$ cat src/rtl/nibble_word_loader.sv
// Serialises WORD_W-bit words into NIB_W-bit nibbles, LSB first, one per clock; registered outputs, first nibble one cycle after accept.
// in_ready only while idle or on the last-nibble edge (zero-bubble streaming); pause freezes the word in place.
module nibble_word_loader #(
   parameter int WORD_W = 16,
   parameter int NIB_W  = 4,
   parameter int CNT_W  = 8
) (
   input  logic              clk,
   input  logic              rst_n,
   input  logic              in_valid,
   output logic              in_ready,
   input  logic [WORD_W-1:0] in_data,
   input  logic              in_sel,
   input  logic              pause,
   output logic [NIB_W-1:0]  out_nib,
   output logic              out_sel,
   output logic              out_valid,
   output logic              word_done,
   output logic              busy,
   output logic [CNT_W-1:0]  words_sent
);
   localparam int N_NIB = WORD_W / NIB_W;
   localparam int IDX_W = (N_NIB > 1) ? $clog2(N_NIB) : 1;

   typedef enum logic {IDLE, SEND} state_t;

   state_t             state_q, state_d;
   logic [WORD_W-1:0]  shift_q, shift_d;
   logic               sel_q, sel_d;
   logic [IDX_W-1:0]   cnt_q, cnt_d;
   logic [NIB_W-1:0]   nib_q, nib_d;
   logic               osel_q, osel_d;
   logic               vld_q, vld_d;
   logic               done_q, done_d;
   logic [CNT_W-1:0]   sent_q, sent_d;
   logic               last;

   assign last = (cnt_q == IDX_W'(N_NIB - 1));

   always_comb begin
      state_d  = state_q;
      shift_d  = shift_q;
      sel_d    = sel_q;
      cnt_d    = cnt_q;
      nib_d    = nib_q;
      osel_d   = osel_q;
      vld_d    = 1'b0;
      done_d   = 1'b0;
      sent_d   = sent_q;
      in_ready = 1'b0;

      case (state_q)
         IDLE: begin
            in_ready = !pause;
            nib_d    = '0;
            osel_d   = 1'b0;
         end
         SEND: begin
            // Paused edges leave nib/sel holding; only out_valid drops.
            if (!pause) begin
               vld_d   = 1'b1;
               nib_d   = shift_q[NIB_W-1:0];
               osel_d  = sel_q;
               shift_d = shift_q >> NIB_W;
               cnt_d   = cnt_q + 1'b1;
               if (last) begin
                  done_d   = 1'b1;
                  sent_d   = sent_q + 1'b1;
                  in_ready = 1'b1;
                  state_d  = IDLE;
               end
            end
         end
         default: state_d = IDLE;
      endcase

      if (rst_n) in_ready = 1'b0;

      // A word loaded on the last-nibble edge overrides the return to IDLE.
      if (in_valid && in_ready) begin
         shift_d = in_data;
         sel_d   = in_sel;
         cnt_d   = '0;
         state_d = SEND;
      end
   end

   always_ff @(posedge clk) begin
      if (rst_n) begin
         state_q <= IDLE;
         shift_q <= '0;
         sel_q   <= 1'b0;
         cnt_q   <= '0;
         nib_q   <= '0;
         osel_q  <= 1'b0;
         vld_q   <= 1'b0;
         done_q  <= 1'b0;
         sent_q  <= '0;
      end else begin
         state_q <= state_d;
         shift_q <= shift_d;
         sel_q   <= sel_d;
         cnt_q   <= cnt_d;
         nib_q   <= nib_d;
         osel_q  <= osel_d;
         vld_q   <= vld_d;
         done_q  <= done_d;
         sent_q  <= sent_d;
      end
   end

   assign out_nib    = nib_q;
   assign out_sel    = osel_q;
   assign out_valid  = vld_q;
   assign word_done  = done_q;
   assign busy       = (state_q == SEND);
   assign words_sent = sent_q;

endmodule

$ cat config.mk
export PLATFORM = sky130hd
export DESIGN_NAME = nibble_word_loader
export DESIGN_NICKNAME = d
export VERILOG_FILES = /design/src/rtl/nibble_word_loader.sv
export SDC_FILE = /design/constraint.sdc
export NUM_CORES = 1
export LEC_CHECK = 0
export ABC_AREA = 1
export CORE_ASPECT_RATIO = 0.8
export CORE_MARGIN = 1.5
export CORE_UTILIZATION = 50
export CTS_BUF_LIST = sky130_fd_sc_hd__clkbuf_8
export DETAILED_ROUTE_END_ITERATION = 8
export PLACE_DENSITY = 0.86
export SYNTH_ARGS = -nofsm -noshare
export SYNTH_HDL_FRONTEND = slang
export SYNTH_SLANG_ARGS = --single-unit
$ cat constraint.sdc
create_clock -name clk -period 1.66 [get_ports clk]
set_input_delay 0.332 -clock clk [delete_from_list [all_inputs] [get_ports clk]]
set_output_delay 0.332 -clock clk [all_outputs]
set_load 0.005 [all_outputs]
After elaboration in Yosys (flattened, before gate mapping)
Cells that the tools add are included.
W data, S select, Z words.
{"block": "word_totals", "reg_bits": 35, "in_bits": 21, "out_inout_bits": 17, "elab_cells": 40}
{"block": "classes", "n_addsub": 2, "eq_ne": 3, "muxes": 16, "bitwise": 2, "reduce_logical": 8}
{"cell": "$mux W16", "count": 3}
{"cell": "$mux W1", "count": 9}
{"cell": "$add A8 B1 Y8 const B", "count": 1}
{"cell": "$pmux W4 S2", "count": 1}
{"cell": "$mux W4", "count": 1}
{"cell": "$pmux W1 S2", "count": 2}
{"cell": "$reduce_and A2 Y1", "count": 2}
{"cell": "$reduce_or A2 Y1", "count": 2}
{"cell": "$reduce_and A3 Y1", "count": 1}
{"cell": "$add A2 B1 Y2 const B", "count": 1}
{"cell": "$eq A2 B2 Y1 const B", "count": 1}
{"cell": "$ne A2 B1 Y1 const B", "count": 1}
{"cell": "$ne A2 B2 Y1 const B", "count": 1}
{"cell": "$not A1 Y1", "count": 2}
{"cell": "$reduce_bool A2 Y1", "count": 1}
{"cell": "$logic_and A1 B1 Y1", "count": 1}
{"cell": "$logic_not A1 Y1", "count": 1}

Logic depth before layout (Yosys ltp)
Gate-level depths: netlist of the first run.
{"block": "logic_depth", "depth_word": 8, "depth_mapped": 9, "depth_no_buf": 8}

Least setup slack after synthesis of the first run
No wires, ideal clock.
{"block": "synth_timing", "path_type": "reg2reg", "start": "register cnt_q[0]", "end": "register shift_q[0]", "setup_ns": 0.116, "arrival_time_ns": 1.232, "required_ns": 1.544, "setup_slack_ns": 0.312, "path_stages_with_launch": 8, "n_path_buf": 0, "synth_period_minus_slack_ns": 1.348, "cell_sequence": "dfxtp_1 > ha_1 > inv_1 > nand2_1 > nand3_2 > clkinv_1 > o21ai_0 > nor2_1"}
{"block": "synth_via", "elab_chain_cells": 8, "elab_cells_between_ends": 10, "classes_between": "eq/ne: 2; mux: 5; reduce/logical: 3"}
{"item": "start, declared", "line_no": "30", "rtl": "logic [IDX_W-1:0] cnt_q, cnt_d;"}
{"item": "start signal, assigned", "line_no": "103", "rtl": "cnt_q <= cnt_d;"}
{"item": "$eq A2 B2 Y1 *", "line_no": "38", "rtl": "assign last = (cnt_q == IDX_W'(N_NIB - 1));"}
{"item": "$mux W1 *", "line_no": "66", "rtl": "if (last) begin"}
{"item": "$mux W1 *"}
{"item": "$pmux W1 S2 *", "line_no": "52", "rtl": "case (state_q)"}
{"item": "$mux W1 *", "line_no": "77", "rtl": "if (rst_n) in_ready = 1'b0;"}
{"item": "$logic_and A1 B1 Y1 *", "line_no": "80", "rtl": "if (in_valid && in_ready) begin"}
{"item": "$ne A2 B1 Y1 (no source line) / $reduce_bool A2 Y1 (equally long branches)"}
{"item": "$reduce_and A2 Y1 (no source line)"}
{"item": "end signal, assigned", "line_no": "101", "rtl": "shift_q <= shift_d;"}
{"item": "end, declared", "line_no": "28", "rtl": "logic [WORD_W-1:0] shift_q, shift_d;"}
Mark *: on every way between the ends. The rest lies on a longest branch, timed or not.
A chain may end at the register's enable or synchronous reset.

Final worst setup path of the first run
{"block": "layout_timing", "start": "input pause", "end": "output in_ready"}
{"block": "layout_via", "elab_chain_cells": 3, "elab_cells_between_ends": 4, "classes_between": "mux: 3; reduce/logical: 1"}
{"item": "start, declared", "line_no": "14", "rtl": "input logic pause,"}
{"item": "$mux W1 / $logic_not A1 Y1 (equally long branches)"}
{"item": "$pmux W1 S2 *", "line_no": "52"}
{"item": "$mux W1 *", "line_no": "77"}
{"item": "end, declared", "line_no": "11", "rtl": "output logic in_ready,"}
Marks and branches as above.

==> impl_metrics.ini, run 1 <==
[synthesis]
synth_top_family_by_area = simple AND/OR/NAND/NOR gates
synth_compound_area_share_pct = 17.0
syn_avg_cell_area_sq_um = 7.49
synthCells = 201
synth.top_cell.area_share_pct = 46.6
synth-simple-area-share_pct = 22.0
ys_top_cells_by_count = nand2_1, dfxtp_1, inv_1
synth_fa_ha_area_share_pct = 1.66
synthMuxAreaShare_pct = 0
yosys_warnings = 0
synthesis.nets = 224
synth-seq-area-share_pct = 46.6
syn_area_sq_um = 1510
synth-edff-count = 0
synth_ff_type = dfxtp_1
synth_xor_area_share_pct = 1.16
yosys.cell_types.count = 29
ys_ff_latch = 35
synthMostInstantiatedCell = nand2_1
synth_area_leaders = dfxtp_1, nand2_1, o21ai_0
synth_top_area_cell = dfxtp_1
async_reset_ff_share_pct = 0

[global_route]
grt_pass1_wl_mm = 5.04
grt_pass1_vias = 1112
antenna_found_initial = 0
grt_overflow = 0
grt_max_degree = 21
grt_use_total_pct = 20.9

[clock_tree]
clk_pin_slew_worst_paths_ns = 0.07
clk_latency_ns = 0.30
cts_setup_buffers = 0
clockRootBuffer = clkbuf_8
cts_hold_buf = 0
htree_levels = 2
clk_path_buf_depth = 2
numCtsBuffers = 5
cts_num_sinks = 35
cts_tree = built

[critical_path]
critical-path-slowest-cell = clkdlybuf4s50_1
path_max_fanout = 2
slowest_delay_ns = 0.44
end_kind = output pin
path_cells = clkdlybuf4s50_1 > nor2_2 > o21a_1 > dlygate4sd2_1
crit_path_start_kind = input pin
crit_arrival_ns = 1.28
critPathKind = input pin to output pin
required_ns = 1.33

[status]
outcome = completed

[die]
chipHeight_um = 52.1
start_util_pct = 53.6
core_sq_um = 2810
ioPinCount = 38
die_w_um = 64.3
rows = 17
dieArea_sq_um = 3350

[finish]
multi_input_area_sq_um = 643
layout.area.seq_sq_um = 702
area_growth_pct = 37.6
layout-drive-gt1-share_pct = 13.4
n_antenna_cell = 0
finalNetCount = 275
nFillCells = 234

[placement]
hpwl_mm = 2.20
numPortBuffers = 37
gp_congestion = 0.884

[job]
drv_cap = 0

[routing]
first_iter_violations = 80
postRouteAntennaNets = 0
wl_per_cell_um = 10.8
route.vias.total = 1388
drcViolationCount = 0
viasPerCell = 4.77
dr.pass1.iters = 4
totalWireLength_mm = 3.14

[worst_hold_path]
min_path_type = flip-flop to flip-flop

[timing]
tightest_slew_ns = 0.319
hold_viol = 0
slew_headroom_pct = 78.6
fin_crit_ns = 1.61
fin_skew_ns = 0.00995
setup_viol = 0
setup_tns_ns = 0
min_period_over_period_pct = 96.9
max_freq_ghz = 0.622
rsz0062_at_grt = false
slew_violations = 0

[pwr]
leakagePower_nw = 0.815
peakVddDrop_uv = 603
power_mw = 1.63
pwr_density_cell_nw_per_um2 = 788
-- flip-flops by register name, indices dropped and copies added, names as in the netlist --
name,cells
shift_q,16
out_sel,1
busy,1
out_valid,1
word_done,1
cnt_q,2
out_nib,4
sel_q,1
words_sent,8
-- layout by cell type, fill, tap and decap left out, drive strengths merged, types with 5 or more instances in the layout --
master,netlist,layout
nand2,47,47
clkbuf,2,5
inv,26,27
o21ai,21,21
buf,7,16
dfxtp,35,35
o22ai,5,5
nand3,8,8
nor2,21,21
a21oi,17,17
clkdlybuf4s50,0,36
-- cell families (layout without fill, tap and decap cells) --
kind of cell / Yosys count / count (layout)
AND/OR/NAND/NOR: 79 / 79
AO/OA/AOI/OAI: 47 / 47
buffers and inverters: 36 / 88
flip-flops: 35 / 35
adder cells (fa/ha/maj): 2 / 2
XOR/XNOR: 2 / 2
-- path summary, 6_finish.rpt --
check	start	endpoint	slack [ns]	cells past startpoint
worst min-delay path	shift_q[9]	shift_q[9]	0.46	2
worst max register to register	cnt_q[0]	shift_q[8]	0.12	8
worst max-delay path	pause	in_ready	0.05	4
worst min register to register	shift_q[9]	shift_q[9]	0.46	2
-- layer usage --
layer	part of all wire [%]	routed length (um)	global-route usage (%)	vias to the layer above
li1	-	-	-	741
met1	47	1480	25.5	603
met2	44	1390	32.1	40
met3	6.6	207	9.09	4
met4	1.8	57	9.57	0
met5	0	0	0	-
-- where the power goes --
| group | internal, mW | switching (mW) | leakage (nW) |
|---|---|---|---|
| clock network | 0.287 | 0.309 | 0.0453 |
| registers | 0.863 | 0.0108 | 0.284 |
| logic | 0.0887 | 0.0737 | 0.486 |
| total | 1.24 | 0.394 | 0.815 |
-- worst max-delay path: cells and delay by family --
family	cells	cell delay [ns]
AOI/OAI and AO/OA	1	0.13
buffers and inverters	2	0.67
and+or+nand+nor	1	0.15
-- area by class of cell --
type                       count  area share [%]
clock buffer                   5            3.32
clock inverter                 3           0.785
inverter                      27            5.02
multi-input combinational    130            31.1
sequential                    35            33.9
tap                           38            2.30
timing repair buffer          53            23.6
-- per-stage QoR --
stage / hold WS, ns / instance area [sq um] / util [%] / worst slack [ns] / cells
floorplan: 0.430 / 1510 / - / 0.312 / 201
global placement: 0.440 / 1970 / 70.2 / -0.185 / 283
detailed placement: 0.454 / 1970 / 70.2 / -0.200 / 283
CTS: 0.462 / 2060 / 73.3 / 0.0248 / 291
global route: 0.476 / 2070 / 73.8 / 0.0115 / 291
finish: 0.459 / 2070 / 73.8 / 0.0512 / 291
-- timing repair --
item                                    4_1_cts  5_1_grt
gates resized for setup                       2        4
pin swaps                                     1        0
endpoints found under the setup margin        1        5
gates cloned                                  0        0
(Power assumes the default switching activity.)
==> run 2, diff against run 1 <==
--- a/config.mk
+++ b/config.mk
@@ -12,6 +12,7 @@
 export CTS_BUF_LIST = sky130_fd_sc_hd__clkbuf_8
 export DETAILED_ROUTE_END_ITERATION = 8
 export PLACE_DENSITY = 0.86
+export RECOVER_POWER = 100
 export SYNTH_ARGS = -nofsm -noshare
 export SYNTH_HDL_FRONTEND = slang
 export SYNTH_SLANG_ARGS = --single-unit
==> impl_metrics.ini, run 2 (synthesis results as in run 1) <==
[critical_path]
end_kind = output pin
required_ns = 1.33
path_cells = clkdlybuf4s50_1 > nor2_2 > o21a_1 > dlygate4sd2_1
critPathKind = input pin to output pin
r2r_start = cnt_q[0]
crit_arrival_ns = 1.28
crit_path_start_kind = input pin
r2r_cells = 8
path_max_fanout = 2
slowest_delay_ns = 0.44
r2r_setup_slack_ns = 0.13
critical-path-slowest-cell = clkdlybuf4s50_1
r2r_end = shift_q[8]

[global_route]
antenna_found_initial = 0
grt_pass1_vias = 1112
grt_util_met2_pct = 32.1
grt_pass1_wl_mm = 5.04
grt_max_degree = 21
grtUsageMet1_pct = 25.5
grt_use_met3_pct = 9.09
top_usage_layer = met2
grt_use_total_pct = 20.9
grt_overflow = 0

[die]
chipHeight_um = 52.1
core_sq_um = 2810
rows = 17
start_util_pct = 53.6
dieArea_sq_um = 3350
die_w_um = 64.3
ioPinCount = 38

[clock_tree]
cts_tree = built
htree_levels = 2
clk_pin_slew_worst_paths_ns = 0.06
cts_num_sinks = 35
cts_hold_buf = 0
clk_path_buf_depth = 2
cts_setup_buffers = 0
clk_latency_ns = 0.30
numCtsBuffers = 5
clockRootBuffer = clkbuf_8

[placement]
hpwl_mm = 2.20
gp_congestion = 0.884
numPortBuffers = 37
dp.cells = 283

[finish]
finalNetCount = 275
stdcell_count = 291
post-route-util_pct = 73.0
largest_register_ffs = 16
layout_commonest_cell = nand2_1
layout_common_cells = nand2_1, dfxtp_1, inv_1, clkdlybuf4s50_1, nor2_1
regMostFlops = shift_q
n_antenna_cell = 0
area_growth_pct = 36.2
layout-drive-gt1-share_pct = 11.5

[timing]
setup_viol = 0
max_freq_ghz = 0.620
fin_crit_ns = 1.61
setup_tns_ns = 0
slew_headroom_pct = 79.3
fin_skew_ns = 0.0100
min_period_over_period_pct = 97.1
tightest_slew_ns = 0.309
slew_violations = 0
rsz0062_at_grt = false
hold_viol = 0

[status]
outcome = completed

[worst_hold_path]
hp-start = shift_q[15]
min_path_type = flip-flop to flip-flop
hold_path_depth = 2
min_to = shift_q[15]

[routing]
wl_per_cell_um = 10.8
viasPerCell = 4.74
first_iter_violations = 71
route.vias.total = 1380
dr.pass1.iters = 4
totalWireLength_mm = 3.13
drcViolationCount = 0
postRouteAntennaNets = 0

[pwr]
peakVddDrop_uv = 601
leakagePower_nw = 0.844
pwr_density_cell_nw_per_um2 = 794
power_mw = 1.63

[job]
drv_cap = 0
==> run 2: critical path, delay by kind of cell <==
family / cells / cell delay [ns]
buf+inv: 2 / 0.67
simple gates: 1 / 0.16
compound gates: 1 / 0.13
==> run 2: layout make-up <==
| type | instances | area (sq um) |
|---|---|---|
| fill | 237 | 758 |
| clock inverter | 3 | 16.3 |
| inverter | 27 | 104 |
| multi-input combinational | 130 | 636 |
| sequential | 35 | 702 |
| clock buffer | 5 | 68.8 |
| timing repair buffer | 53 | 475 |
| tap | 38 | 47.5 |
==> run 2: report_power, final <==
| part | leakage [nW] | switching (mW) | internal [mW] | total, mW |
|---|---|---|---|---|
| Sequential | 0.284 | 0.0105 | 0.863 | 0.874 |
| Combinational | 0.514 | 0.0730 | 0.0857 | 0.159 |
| Clock | 0.0453 | 0.309 | 0.287 | 0.596 |
| Total | 0.844 | 0.393 | 1.24 | 1.63 |
==> run 2: worst max path at each step <==
stage | startpoint | end | slack [ns]
after floorplan | cnt_q[0] | shift_q[0] | 0.31
after global placement | rst_n | in_ready | -0.18
after detailed placement | rst_n | in_ready | -0.20
after CTS | busy | busy | 0.02
after global routing | cnt_q[0] | shift_q[0] | 0.02
final | pause | in_ready | 0.05
==> run 2: repair_timing <==
item / 4_1_cts / 5_1_grt
gates resized for setup: 2 / 4
pin swaps: 1 / 0
setup endpoints to repair: 1 / 5
==> run 2: through the flow <==
stage               setup slack [ns]  hold WS (ns)  instance area [sq um]
global route                  0.0197         0.476                   2050
detailed placement            -0.200         0.454                   1970
global placement              -0.185         0.440                   1970
finish                        0.0482         0.461                   2050
floorplan                      0.312         0.430                   1510
CTS                           0.0248         0.462                   2060
==> run 2: metal layers <==
layer	vias up	wire length [um]
met1	600	1520
met2	34	1380
li1	742	-
met4	0	57
met5	-	0
met3	4	172
